==> config.mk <==
export PLATFORM = sky130hd
export DESIGN_NAME = vector_register_file
export DESIGN_NICKNAME = d
export VERILOG_FILES = /design/src/rtl/vector_register_file.sv
export SDC_FILE = /design/constraint.sdc
export NUM_CORES = 2
export LEC_CHECK = 0
export BUFFER_PORTS_ARGS = -buffer_cell sky130_fd_sc_hd__buf_2
export CORE_AREA = 2 2 469 471
export DETAILED_ROUTE_END_ITERATION = 12
export DIE_AREA = 0 0 471 473
export HOLD_SLACK_MARGIN = 0.08
export PLACE_DENSITY = 0.65
export SKIP_LAST_GASP = 1
export SLEW_MARGIN = 20
export SYNTH_ARGS = -nofsm -noshare
export SYNTH_HDL_FRONTEND = slang
export SYNTH_SLANG_ARGS = --single-unit
==> constraint.sdc <==
create_clock -name clk -period 6.03 [get_ports clk]
set_input_delay 1.206 -clock clk [delete_from_list [all_inputs] [get_ports clk]]
set_output_delay 1.206 -clock clk [all_outputs]
set_load 0.03 [all_outputs]
==> src/rtl/vector_register_file.sv <==
// Vector register file: NUM_REGS x (LANES x LANE_W) storage, two combinational read ports,
// one masked/broadcast write port, and a sequential zeroing sweep after every reset.
module vector_register_file #(
    parameter int NUM_REGS = 16,
    parameter int LANES    = 4,
    parameter int LANE_W   = 32,
    parameter int BYPASS   = 1,
    localparam int ADDR_W  = $clog2(NUM_REGS),
    localparam int VEC_W   = LANES * LANE_W
) (
    input  logic              clk,
    input  logic              rst,
    output logic              ready,
    input  logic              we3,
    input  logic [LANES-1:0]  wmask3,
    input  logic              bcast3,
    input  logic [ADDR_W-1:0] wa3,
    input  logic [VEC_W-1:0]  wd3,
    input  logic [ADDR_W-1:0] ra1,
    input  logic [ADDR_W-1:0] ra2,
    output logic [VEC_W-1:0]  rd1,
    output logic [VEC_W-1:0]  rd2
);

    localparam logic [ADDR_W:0]   NUM_REGS_W = NUM_REGS[ADDR_W:0];
    localparam logic [ADDR_W-1:0] LAST_REG   = ADDR_W'(NUM_REGS - 1);

    typedef enum logic {CLEAR, RUN} state_t;

    state_t              state;
    logic [ADDR_W-1:0]   clr_cnt;
    logic [VEC_W-1:0]    mem [NUM_REGS];
    logic [VEC_W-1:0]    wvec;
    logic                write_act;
    logic                ra1_ok;
    logic                ra2_ok;

    // Handshake: while ready=1 a write with we3=1 is taken at the rising edge and reads are
    // valid; while ready=0 writes are dropped and both read ports return zero.
    assign write_act = ready && we3 && ({1'b0, wa3} < NUM_REGS_W);
    assign ra1_ok    = {1'b0, ra1} < NUM_REGS_W;
    assign ra2_ok    = {1'b0, ra2} < NUM_REGS_W;

    always_comb begin
        wvec = '0;
        for (int i = 0; i < LANES; i++) begin
            wvec[i*LANE_W +: LANE_W] = bcast3 ? wd3[LANE_W-1:0] : wd3[i*LANE_W +: LANE_W];
        end
    end

    always_ff @(posedge clk) begin
        if (rst) begin
            state   <= CLEAR;
            clr_cnt <= '0;
            ready   <= 1'b0;
        end else begin
            case (state)
                CLEAR: begin
                    mem[clr_cnt] <= '0;
                    clr_cnt      <= clr_cnt + 1'b1;
                    if (clr_cnt == LAST_REG) begin
                        state <= RUN;
                        ready <= 1'b1;
                    end
                end
                RUN: begin
                    if (write_act) begin
                        for (int i = 0; i < LANES; i++) begin
                            if (wmask3[i]) begin
                                mem[wa3][i*LANE_W +: LANE_W] <= wvec[i*LANE_W +: LANE_W];
                            end
                        end
                    end
                end
                default: state <= CLEAR;
            endcase
        end
    end

    // Bypass overlays only the enabled lanes; the rest still come from storage.
    always_comb begin
        rd1 = '0;
        rd2 = '0;
        if (ready) begin
            if (ra1_ok) rd1 = mem[ra1];
            if (ra2_ok) rd2 = mem[ra2];
            if (BYPASS != 0 && write_act) begin
                for (int i = 0; i < LANES; i++) begin
                    if (wmask3[i] && ra1 == wa3) rd1[i*LANE_W +: LANE_W] = wvec[i*LANE_W +: LANE_W];
                    if (wmask3[i] && ra2 == wa3) rd2[i*LANE_W +: LANE_W] = wvec[i*LANE_W +: LANE_W];
                end
            end
        end
    end

endmodule
# ---- After elaboration in Yosys (flattened, before gate mapping)
# Memory sizes are Yosys's and may differ from the RTL's.
# Cells that the tools add are included.
dict set report word_totals {
  register_bits 6
  latch_bits 0
  ramBits 2048
  romBits 0
  in_bits 148
  out_inout_bits 257
  elab_cells 63
  mem_count 1
}
dict set report classes {
  add_sub_neg 1
  n_mul 0
  n_div 0
  n_lt_le_gt_ge 0
  n_eq_ne 3
  shift 0
  mux 43
  bitwise_logic 1
  reduce_logical 11
}
# name depth word_bits read_ports rd_ports_with_merged_regs wr line
set memory_table {}
lappend memory_table {mem 16 128 2 0 1 32} ;# logic [VEC_W-1:0] mem [NUM_REGS];
# cell n
set ops {}
lappend ops {{$mux W128} 5}
lappend ops {{$mux W32} 11}
lappend ops {{$reduce_or A128 Y1} 1}
lappend ops {{$mux W1} 25}
lappend ops {{$logic_and A1 B1 Y1} 9}
lappend ops {{$eq A4 B4 Y1} 2}
lappend ops {{$mux W4} 2}
lappend ops {{$add A4 B1 Y4 const B} 1}
lappend ops {{$eq A4 B4 Y1 const B} 1}
lappend ops {{$reduce_and A2 Y1} 1}
lappend ops {{$not A1 Y1} 1}

# ---- Longest topological paths before layout
dict set report logic_depth {
  depth_word 7
  ltp_mapped 9
  mapped_depth_nobuf 4
}

# ---- Worst setup path after synthesis
# OpenSTA, ideal clock, no wires.
dict set report synth_timing {
  path_kind {in2reg}
  startpoint {input port wmask3[3]}
  endpoint {memory mem[13][0] in the netlist's numbering (enable)}
  setup_time_ns 0.461
  arrival_time_ns 4.738
  t_required_ns 5.569
  path_slack_ns 0.831
  path_stages 7
  path_buffers 3
  path_cell_list {buf_2 > nor4_1 > or4b_1 > buf_6 > mux2i_4 > buf_4 > nor3_1}
}
dict set report synth_between {
  elab_chain_len 7
  word_cells_on_any_way 8
  classes_between {mux: 7; reduce/logical: 1}
}
# item line
set synth_lines {}
lappend synth_lines {{start: declaration} 15} ;# input logic [LANES-1:0] wmask3,
lappend synth_lines {{$mux W1 (*)} 69} ;# if (wmask3[i]) begin
lappend synth_lines {{$mux W1 (*)} 67} ;# if (write_act) begin
lappend synth_lines {{$mux W1 (*)} 57} ;# case (state)
lappend synth_lines {{$mux W1 (*)} 52} ;# if (rst) begin
lappend synth_lines {{$mux W1 (implied by the code) (*)} 70} ;# mem[wa3][i*LANE_W +: LANE_W] <= wvec[i*LANE_W +: LANE_W];
lappend synth_lines {{$reduce_or A128 Y1 (no source line) (*)} --}
lappend synth_lines {{$mux W4 (no source line)} --}
lappend synth_lines {{end: declaration} 32}
# Mark *: on every way between the ends. The rest lies on a longest branch, timed or not.

# ---- Worst setup path in the final report
dict set report layout_timing {
  startpoint {input port ra1[3]}
  endpoint {output port rd1[110]}
}
dict set report layout_between {
  elab_chain_len 5
  word_cells_on_any_way 6
  classes_between {eq/ne: 1; mux: 3; reduce/logical: 1; memory: 1}
}
# item line
set layout_lines {}
lappend layout_lines {{start: declaration} 19} ;# input logic [ADDR_W-1:0] ra1,
lappend layout_lines {{parallel branches: the longest is 3 deep, another holds $mem_v2 Z16 W128} --}
lappend layout_lines {{$mux W128 (*)} 87} ;# if (BYPASS != 0 && write_act) begin
lappend layout_lines {{$mux W128 (*)} 84} ;# if (ready) begin
lappend layout_lines {{end: declaration} 21} ;# output logic [VEC_W-1:0] rd1,
# Mark *: on every way between the ends.

==> qor.txt <==
CRITICAL PATH
----------------------------------------------------------------------------------------
Sum of buffers and inverters on the critical path .........................            3
Required @ worst endpoint .................................................      4.82 ns
Worst-path cell with the longest stage delay .............................. sky130_fd_sc_hd__o31ai_4
Longest individual stage delay on the worst path ..........................      0.95 ns
Endpoint type of the worst setup path .....................................   output pin
Arrival time at the worst endpoint ........................................      4.51 ns
CP Launch Type ............................................................    input pin
Cell class contributing the biggest share of worst-path delay ............. compound AO/OA/AOI/OAI gates
Maximum net fanout on the critical path ...................................           62
Worst Setup Path Type .....................................................    in -> out
Critical-path cell list ................................................... buf_8 > xnor2_1 > nand3_1 > buf_4 > o31ai_4 > o22ai_1 > buf_2

CTS
----------------------------------------------------------------------------------------
Maximum level of the CTS H-tree ...........................................            4
Number of buffers inserted for hold repair after clock tree synthesis .....            0
Clock root buffer ......................................................... sky130_fd_sc_hd__clkbuf_16
Clock slew at the register clock pins of the worst setup and hold paths ...      0.07 ns
Inserted Clock Buffers ....................................................          212
Number of gates given a new drive strength after cts ......................            0
Maximum root-to-sink buffer count .........................................            3
Clock tree sinks ..........................................................         2054
TritonCTS clock tree ......................................................         done
Post-CTS setup buffer count ...............................................            0
Worst skew pair latency ...................................................      0.88 ns

FINISH
----------------------------------------------------------------------------------------
Layout-stage area growth over the synthesis result ........................        13.7%
Leading cell types in the layout, fill and taps excluded .................. sky130_fd_sc_hd__edfxtp_1, sky130_fd_sc_hd__mux4_2, sky130_fd_sc_hd__buf_2
Fin nets ..................................................................         5589
Share of layout cells above drive strength 1 ..............................        37.8%
Leading cell type in the layout, fill and taps excluded ................... sky130_fd_sc_hd__edfxtp_1

SYNTHESIS
----------------------------------------------------------------------------------------
Post-synthesis share of cell area spent on xor and xnor gates .............      0.0988%
Area share of the largest cell type after synthesis .......................        63.1%
Number of enable flip-flop cells after synthesis ..........................         2048
Dominant synthesized flop cell ............................................ sky130_fd_sc_hd__edfxtp_1
Top area cells in the synthesized netlist ................................. sky130_fd_sc_hd__edfxtp_1, sky130_fd_sc_hd__mux4_2, sky130_fd_sc_hd__a22o_1, sky130_fd_sc_hd__mux2i_1, sky130_fd_sc_hd__o22ai_1
Total number of yosys warnings ............................................            0
Synthesized area per cell .................................................    19.4 um^2
Mux contribution to synthesized area ......................................        25.0%
Sequential-to-total area share from yosys stat ............................        63.2%
Synthesized-area fraction occupied by and/or/nand/nor cells ...............        2.37%
Post-synth top area cell .................................................. sky130_fd_sc_hd__edfxtp_1
Synth Area in Adders ......................................................      0.0128%
Net count after synthesis .................................................         5182
Async S/R FF share, synth .................................................           0%
Distinct cell type count after synthesis ..................................           52
Total standard cell area after synthesis ..................................   97500 um^2
Compound-gate portion of the synthesized area .............................        6.79%
Flip-flop and latch count after synthesis .................................         2054
Mapped Cells ..............................................................         5033
Largest family of logic cells by synthesized area ......................... multiplexers

GRT
----------------------------------------------------------------------------------------
Vias in the first global route ............................................        60600
GRT Util Overall ..........................................................        31.7%
First-pass GRT wire length ................................................    489000 um
Largest net degree at the start of global routing .........................          146
Met1 Resource Use GR ......................................................        40.9%
GRT Max-Usage Layer .......................................................         met2
Antenna violations before repair ..........................................           47
Global-route met3 utilization .............................................        11.5%
Total global routing overflow .............................................            0
Met2 global-route usage ...................................................        46.2%

ROUTING
----------------------------------------------------------------------------------------
Violation count after the first detailed-routing iteration ................         9375
Total detailed-routing wirelength .........................................    357000 um
Number of DRC violations after detailed routing ...........................            0
Routed via count divided by cell count ....................................         7.29
Routed WL per cell ........................................................      41.8 um
First-pass DRT Iterations .................................................            6
Post-DRT Antenna Nets .....................................................            0
Via count .................................................................        62200

TIMING
----------------------------------------------------------------------------------------
Final hold violation count ................................................            0
Final critical-path share of the clock period .............................        94.8%
Setup TNS after final layout ..............................................         0 ns
Number of max-slew violations in the final report .........................            0
Hold Worst Slack ..........................................................     0.618 ns
Post-Route Skew ...........................................................    0.0560 ns
Highest attainable clock frequency ........................................    0.175 GHz
Setup-failing EPs final ...................................................            0
Fin crit period ...........................................................      5.72 ns
Unrepaired setup endpoints after global routing ...........................        false
Actual slew at the worst max-slew pin .....................................      1.19 ns
Tightest slew margin relative to the limit ................................        20.8%

FLOORPLAN
----------------------------------------------------------------------------------------
Number of placement rows ..................................................          172
Starting Density ..........................................................        44.7%
Floorplan Core Area .......................................................  218000 um^2
Ports placed on the boundary ..............................................          405
Die width .................................................................       471 um
Die area ..................................................................  223000 um^2
Die Span Y ................................................................       473 um

POWER
----------------------------------------------------------------------------------------
Maximum vdd ir drop .......................................................     0.294 mV
Ratio of total power to cell area .........................................  280 nW/um^2
Leak Pwr ..................................................................      39.6 nW

PLACE
----------------------------------------------------------------------------------------
Number of port buffers ....................................................          404
Total half-perimeter wirelength after legalization and detailed placement .    213000 um
Routability congestion estimate ...........................................        0.887

OUTCOME
----------------------------------------------------------------------------------------
Outcome ................................................................... finished, final reports clean

RUN
----------------------------------------------------------------------------------------
Max-cap violations ........................................................            0

HOLD PATH
----------------------------------------------------------------------------------------
Worst min-delay path class ................................................   reg -> reg

[metrics by stage]
| stage | power (W) | worst slack [ns] | cell area (um^2) | std cells | util (%) |
|---|---|---|---|---|---|
| after floorplan | 0.0173 | 0.831 | 97500 | 5033 | - |
| after global placement | 0.0183 | 0.667 | 104000 | 8097 | 47.6 |
| after detailed placement | 0.0183 | 0.668 | 104000 | 8097 | 47.6 |
| after CTS | 0.0310 | 0.654 | 111000 | 8490 | 50.7 |
| after global routing | 0.0317 | 0.403 | 111000 | 8502 | 50.7 |
| final | 0.0310 | 0.312 | 111000 | 8529 | 50.8 |
[power breakdown]
group / total, W / switching (W) / internal [W]
registers: 0.0157 / 0.0000607 / 0.0156
clock network: 0.0130 / 0.00570 / 0.00727
logic: 0.00237 / 0.00153 / 0.000838
total: 0.0310 / 0.00729 / 0.0238
[synthesized netlist by cell type (42+ instances only)]
master and count:
sky130_fd_sc_hd__nand4_1 54, sky130_fd_sc_hd__buf_2 178, sky130_fd_sc_hd__o311a_1 42, sky130_fd_sc_hd__a22o_1 258
sky130_fd_sc_hd__nand2_1 69, sky130_fd_sc_hd__nor3_1 66, sky130_fd_sc_hd__edfxtp_1 2048, sky130_fd_sc_hd__o22ai_1 158
sky130_fd_sc_hd__and2_1 73, sky130_fd_sc_hd__nor2_1 146, sky130_fd_sc_hd__o2bb2ai_1 49, sky130_fd_sc_hd__mux4_2 1010
sky130_fd_sc_hd__a22oi_1 76, sky130_fd_sc_hd__buf_4 53, sky130_fd_sc_hd__mux2i_1 103, sky130_fd_sc_hd__clkbuf_1 194
sky130_fd_sc_hd__a221oi_1 69
[worst min-delay path, cell delays in order (launching register included)]
cell                      delay [ns]
sky130_fd_sc_hd__dfxtp_1        0.38
sky130_fd_sc_hd__a31oi_1        0.15
sky130_fd_sc_hd__nor2_1         0.04
[logic make-up after synthesis]
kind of cell | Yosys count
XOR/XNOR | 11
adder cells (fa/ha/maj) | 1
buffers and inverters | 509
multiplexers | 1159
AO/OA/AOI/OAI | 833
AND/OR/NAND/NOR | 466
flip-flops | 2054
[registers in the layout (all words and copies together) (netlist names)]
signal,flops
mem,2048
clr_cnt,4
ready,1
state,1
[final cells by class]
type	instances	area (um^2)
flip-flops and latches	2054	61600
fillers	17300	107000
clock buffers	265	5570
clock inverters	128	1190
well taps	2871	3590
inverters	39	146
repair buffers	663	4590
multi-input cells	2470	34000
diodes	39	97.6
[worst paths after layout]
kind	from	end	slack, ns	cells past startpoint
worst max register to register	ready	mem[4][49]	1.79	7
worst min-delay path	clr_cnt[3]	state	0.62	2
worst max-delay path	ra1[3]	rd1[110]	0.31	7
worst min register to register	clr_cnt[3]	state	0.62	2
[layer usage]
| layer | wire [um] | up-vias |
|---|---|---|
| met5 | 263 | - |
| met4 | 23300 | 40 |
| met3 | 53700 | 1080 |
| met2 | 158000 | 5399 |
| met1 | 121000 | 32600 |
| li1 | - | 23100 |
(Power assumes the default switching activity.)
